### src/rtl/pmips_dmem_pkg.sv
// Shared constants and types for the PMIPS data-memory responder:
// MMIO address map, compare reset value and the address-decode select.
package pmips_dmem_pkg;

  localparam logic [7:0]  MMIO_PAGE  = 8'hFF;
  localparam logic [15:0] LED_ADDR   = 16'hFF00;
  localparam logic [15:0] SW_ADDR    = 16'hFF02;
  localparam logic [15:0] TIMER_ADDR = 16'hFF04;
  localparam logic [15:0] CMP_ADDR   = 16'hFF06;
  localparam logic [15:0] FLAG_ADDR  = 16'hFF08;

  localparam logic [15:0] CMP_RESET  = 16'hFFFF;

  typedef enum logic [1:0] {
    SEL_RAM,
    SEL_MMIO,
    SEL_NONE
  } sel_e;

endpackage

### src/rtl/pmips_dmem_timer.sv
// Free-running 16-bit compare timer with a sticky match flag.
// Only instantiated when PMIPS_DMEM_TIMER_EN is defined.
module pmips_dmem_timer
  import pmips_dmem_pkg::*;
(
  input  logic        clock,
  input  logic        reset,
  input  logic        wr_timer_i,
  input  logic        wr_cmp_i,
  input  logic        wr_flag_i,
  input  logic [15:0] wdata_i,
  output logic [15:0] timer_o,
  output logic [15:0] cmp_o,
  output logic        flag_o
);

  logic [15:0] cnt_q, cnt_d;
  logic [15:0] cmp_q, cmp_d;
  logic        flag_q, flag_d;

  // NOTE: every output of this block is given a default first, so no path
  // leaves a variable unassigned and no latch is inferred.
  always_comb begin
    cnt_d  = wr_timer_i ? wdata_i : cnt_q + 16'd1;
    cmp_d  = wr_cmp_i ? wdata_i : cmp_q;
    flag_d = flag_q;
    if (wr_flag_i && wdata_i[0]) flag_d = 1'b0;
    // A match is checked last so it wins over a same-cycle clear.
    if (cnt_d == cmp_q) flag_d = 1'b1;
  end

  // NOTE: registers use non-blocking assignment so every flop samples the
  // pre-edge values regardless of statement order.
  always_ff @(posedge clock) begin
    if (reset) begin
      cnt_q  <= 16'h0000;
      cmp_q  <= CMP_RESET;
      flag_q <= 1'b0;
    end else begin
      cnt_q  <= cnt_d;
      cmp_q  <= cmp_d;
      flag_q <= flag_d;
    end
  end

  assign timer_o = cnt_q;
  assign cmp_o   = cmp_q;
  assign flag_o  = flag_q;

endmodule

### src/rtl/pmips_dmem_responder.sv
// MEM-stage data port: word RAM plus an MMIO page (LED, synchronised switches,
// and an optional compare timer built when PMIPS_DMEM_TIMER_EN is defined).
module pmips_dmem_responder
  import pmips_dmem_pkg::*;
#(
  parameter int ADDR_WIDTH = 7
) (
  input  logic        clock,
  input  logic        reset,
  input  logic [15:0] dmemaddr,
  input  logic [15:0] dmemwdata,
  input  logic        dmemwrite,
  input  logic        dmemread,
  output logic [15:0] dmemrdata,
  input  logic [7:0]  swin,
  output logic [7:0]  ledout,
  output logic        timerirq
);

  localparam int DEPTH = 1 << ADDR_WIDTH;

  logic [15:0]           mem_q [DEPTH];
  logic [15:0]           word_addr;
  logic [ADDR_WIDTH-1:0] ram_idx;
  sel_e                  sel;
  logic                  wr_en;
  logic                  mmio_wr;
  logic [7:0]            led_q, led_d;
  logic [7:0]            sync1_q, sync2_q;
  logic [15:0]           rdata;
  logic                  unused_addr_bit;

  // Byte address bit 0 is don't-care: all accesses are whole words.
  assign word_addr       = {dmemaddr[15:1], 1'b0};
  assign unused_addr_bit = dmemaddr[0];
  assign ram_idx         = dmemaddr[ADDR_WIDTH:1];
  assign wr_en           = dmemwrite & ~reset;

  always_comb begin
    if (dmemaddr[15:8] == MMIO_PAGE)                    sel = SEL_MMIO;
    else if ((dmemaddr >> (ADDR_WIDTH + 1)) == 16'h0000) sel = SEL_RAM;
    else                                                 sel = SEL_NONE;
  end

  assign mmio_wr = wr_en && (sel == SEL_MMIO);

`ifdef PMIPS_DMEM_TIMER_EN
  logic [15:0] timer_val, cmp_val;
  logic        flag_val;

  pmips_dmem_timer u_timer (
    .clock      (clock),
    .reset      (reset),
    .wr_timer_i (mmio_wr && (word_addr == TIMER_ADDR)),
    .wr_cmp_i   (mmio_wr && (word_addr == CMP_ADDR)),
    .wr_flag_i  (mmio_wr && (word_addr == FLAG_ADDR)),
    .wdata_i    (dmemwdata),
    .timer_o    (timer_val),
    .cmp_o      (cmp_val),
    .flag_o     (flag_val)
  );

  assign timerirq = flag_val;
`else
  assign timerirq = 1'b0;
`endif

  always_comb begin
    rdata = 16'h0000;
    if (dmemread) begin
      unique case (sel)
        SEL_RAM:  rdata = mem_q[ram_idx];
        SEL_MMIO: begin
          case (word_addr)
            LED_ADDR:   rdata = {8'h00, led_q};
            SW_ADDR:    rdata = {8'h00, sync2_q};
`ifdef PMIPS_DMEM_TIMER_EN
            TIMER_ADDR: rdata = timer_val;
            CMP_ADDR:   rdata = cmp_val;
            FLAG_ADDR:  rdata = {15'h0000, flag_val};
`endif
            default:    rdata = 16'h0000;
          endcase
        end
        default:  rdata = 16'h0000;
      endcase
    end
  end

  assign dmemrdata = rdata;

  // NOTE: the RAM array has no reset branch; contents survive reset and
  // the array maps onto plain memory without per-word reset logic.
  always_ff @(posedge clock) begin
    if (wr_en && (sel == SEL_RAM)) mem_q[ram_idx] <= dmemwdata;
  end

  always_comb begin
    led_d = led_q;
    if (mmio_wr && (word_addr == LED_ADDR)) led_d = dmemwdata[7:0];
  end

  always_ff @(posedge clock) begin
    if (reset) begin
      led_q   <= 8'h00;
      sync1_q <= 8'h00;
      sync2_q <= 8'h00;
    end else begin
      led_q   <= led_d;
      sync1_q <= swin;
      sync2_q <= sync1_q;
    end
  end

  assign ledout = led_q;

endmodule
### config.mk
export PLATFORM = sky130hd
export DESIGN_NAME = pmips_dmem_responder
export DESIGN_NICKNAME = d
export VERILOG_FILES = /design/src/rtl/pmips_dmem_pkg.sv /design/src/rtl/pmips_dmem_timer.sv /design/src/rtl/pmips_dmem_responder.sv
export SDC_FILE = /design/constraint.sdc
export NUM_CORES = 2
export LEC_CHECK = 0
export BUFFER_PORTS_ARGS = -buffer_cell sky130_fd_sc_hd__buf_2
export CELL_PAD_IN_SITES_DETAIL_PLACEMENT = 0
export CELL_PAD_IN_SITES_GLOBAL_PLACEMENT = 1
export CORE_UTILIZATION = 36
export CTS_CLUSTER_SIZE = 20
export DETAILED_ROUTE_END_ITERATION = 16
export GPL_ROUTABILITY_DRIVEN = 0
export PLACE_DENSITY = 0.61
export SYNTH_ARGS = -nofsm -noshare
export SYNTH_HDL_FRONTEND = slang
export SYNTH_HIERARCHICAL = 1
export SYNTH_SLANG_ARGS = --single-unit
### constraint.sdc
create_clock -name clock -period 4.2 [get_ports clock]
set_input_delay 0.84 -clock clock [delete_from_list [all_inputs] [get_ports clock]]
set_output_delay 0.84 -clock clock [all_outputs]
set_load 0.01 [all_outputs]
==> metrics <==
DRC=0; grt ovf=0; ANT nets after route=0; vias in the first global route=41050; crit-path most repeated cell=buf_4; fmax=between 200 and 250 MHz; num rows=172; clk_lat worst skew=860 ps; CTS buffer count=209; synthesis-stage register bit count=2072; DRT iter0 DRCs=3748; P per Cell Area=455.7 nW/um2; DP HPWL=136.6 mm; largest cells by area after synthesis=edfxtp_1 (77%), mux2i_1 (8.0%), mux4_2 (7.2%); DIE AREA=224900 um2; first-pass GRT wire length=slightly above 300 mm; core area=220600 um2; Post-Layout Cell Count=7799; Avg Synthesized Cell Area=20.00 um2; layout cells sized above 1=26.33%; max incr delay on CP=250 ps; cell taking the most area after synthesis=edfxtp_1; Slew @ Worst Pin=1202 ps; setup TNS=0 ps; register area share after synthesis=~77%; CTS tree=done; largest net degree at the start of global routing=130; clock skew=11.34 ps; hold_buf cts=0; dpl cells=7365; count of input and output buffers=66; overall routing resource usage=19.53%; clock-pin slew on the worst setup and hold paths=~60 ps; first drt pass iteration count=5; Setup CP Type=in -> out; Syn Inst Count=4014; outcome=finished, final reports clean; final WL=between 200 and 250 mm; WL/cell=28.44 um; width of the die=474.2 um; Final Slew Violations=0; unrepaired setup endpoints after global routing=true; worst path arrival time=between 3000 and 4000 ps; CTS Buffer Depth=3; max_slew headroom=19.88%; Initial Util=36.39%; DR vias/cell=5.315; Cell variety after synth=36; total number of vias=41450; maximum VDD drop=403.7 uV; synthesized net count=about 4100; FF-to-FF path depth=1; share of the synthesized area in the top cell type=76.61%; Tmin final=4199 ps; clock root cell=clkbuf_16; Yosys Warn Count=6; Hold Path Class=in -> reg; Setup-failing EPs final=0; Ports=69; H-tree depth=4; Startpoint Class=primary input; CP max-delay cell=nor4_1; Crit path required time=3360 ps; initial antenna violation count=3; CP endpoint kind=primary output; final worst path period share=between 90 and 100%; CP Cell Sequence=buf_12 > buf_16 > buf_4 > mux2i_1 > a22oi_1 > nand3_1 > a41oi_1 > buf_4 > nor4_1 > buf_4 > o22ai_1 > buf_2; leakage power total=32.24 nW; final hold vios=0; Crit Path Max Fanout=16; die height=474.2 um; max-cap violation count=0; clock sink count=2072; Layout area overhead=19.42%; Mapped Area=80280 um2; Nets=roughly 4700; hold depth=2
==> flip-flops by register name, summed over array words and instances (netlist names) <==
register  count
mem_q      2048
ledout        8
sync2_q       8
sync1_q       8
==> final cells by class <==
cell class | instances | area [um2]
Inverter | 1 | 3.754
Sequential cell | 2072 | 61980
Tap cell | 2958 | 3701
Clock inverter | 126 | 1313
Clock buffer | 260 | 5485
Fill cell | 19070 | 124700
Multi-Input combinational cell | 1703 | 17100
Antenna cell | 6 | 15.01
Timing Repair Buffer | 673 | 6271
==> stage by stage <==
step                      area, um2  util [%]  power [W]  hold WS (ps)  setup slack [ps]
final                         95870     43.46    0.04368         196.9            0.5993
after global placement        88340     40.05    0.02552         428.4            -261.5
after global routing          95860     43.45    0.04490         192.6            -54.36
after CTS                     95450     43.27    0.04399         147.8            -12.95
after floorplan               80280         -    0.02423         413.8             981.8
after detailed placement      88340     40.05    0.02555         423.4            -252.9
==> repair_timing <==
action	4_1_cts	5_1_grt
setup buffers	11	26
pin swaps	2	2
resized for setup	22	14
setup endpoints to repair	11	11
gates cloned	2	4
==> cell usage after synthesis <==
cell and count:
dfxtp_1 24, nand2_1 58, mux4_2 256, conb_1 1
nor2_4 1, clkbuf_4 2, a21oi_1 32, buf_1 9
nor2_1 131, and3_2 1, nand3_2 2, nor4bb_1 1
nand2_2 6, or2_2 2, nand4_1 2, inv_1 1
a22oi_1 232, edfxtp_1 2048, nand2b_1 3, nand3b_1 8
and3_1 1, mux2i_1 640, a41oi_1 40, o21ai_1 33
and2_1 2, o22ai_1 72, nand3_1 140, nor4_1 8
or4_1 2, buf_2 143, nor2b_1 23, nor2_2 4
buf_4 19, buf_6 31, and2b_1 2, clkbuf_1 34
==> placed cells by master, fill, tap and decap left out, types with 3 or more instances in the layout <==
cell type and count:
nand2_1 57, a41oi_2 4, nand3_2 3, buf_2 47
dfxtp_1 24, diode_2 6, clkbuf_16 216, nor2_2 5
o21ai_1 29, buf_4 525, inv_6 4, a21oi_1 32
nor2_1 128, o22ai_2 6, buf_16 9, clkinv_2 40
edfxtp_1 2048, mux2i_2 4, buf_12 81, mux4_2 256
nor2b_1 20, clkinv_4 3, nand3b_1 8, bufinv_16 24
nor2b_4 3, clkbuf_1 48, clkinv_1 42, buf_6 4
nand3_1 139, a22oi_1 232, o21ai_2 3, a41oi_1 36
clkinvlp_4 8, nor4_1 7, o22ai_1 66, nand2_2 6
mux2i_1 636, nor2_4 3
==> cell families after synthesis <==
| logic type | synth area share [%] |
|---|---|
| multiplexers | 15.16 |
| AND/OR/NAND/NOR | 2.327 |
| buffers and inverters | 1.728 |
| other | 0.004671 |
| flip-flops | 77.21 |
| AO/OA/AOI/OAI | 3.572 |
==> path summary, 6_finish.rpt <==
| kind | from | end | slack [ps] |
|---|---|---|---|
| setup reg to reg | sync1_q[3] | sync2_q[3] | 3290 |
| hold reg to reg | sync1_q[5] | sync2_q[5] | 440 |
| hold / removal | swin[7] | sync1_q[7] | 200 |
| setup / recovery | dmemaddr[2] | dmemrdata[3] | 0.6 |
==> report_power, final <==
group	total [W]	leakage, nW	internal (W)	switching, W
Sequential	0.0227	18.6	0.0227	0.00000290
Clock	0.0185	3.31	0.0107	0.00779
Combinational	0.00245	10.3	0.000963	0.00149
Total	0.0437	32.2	0.0344	0.00928
==> routing by layer <==
layer	GRT usage (%)	routed length, um	vias to the layer above
li1	-	-	17880
met1	26.04	92650	21990
met2	32.54	109100	1267
met3	3.226	13100	320
met4	6.140	6973	0
met5	0	0	-
==> worst max-delay path, delay by kind of cell <==
| family | cells | cell delay [ps] |
|---|---|---|
| and+or+nand+nor | 2 | 480 |
| AOI/OAI and AO/OA | 3 | 420 |
| buffers and inverters | 6 | 1270 |
| muxes | 1 | 220 |
Note: power is estimated with default switching activity, not from simulation.
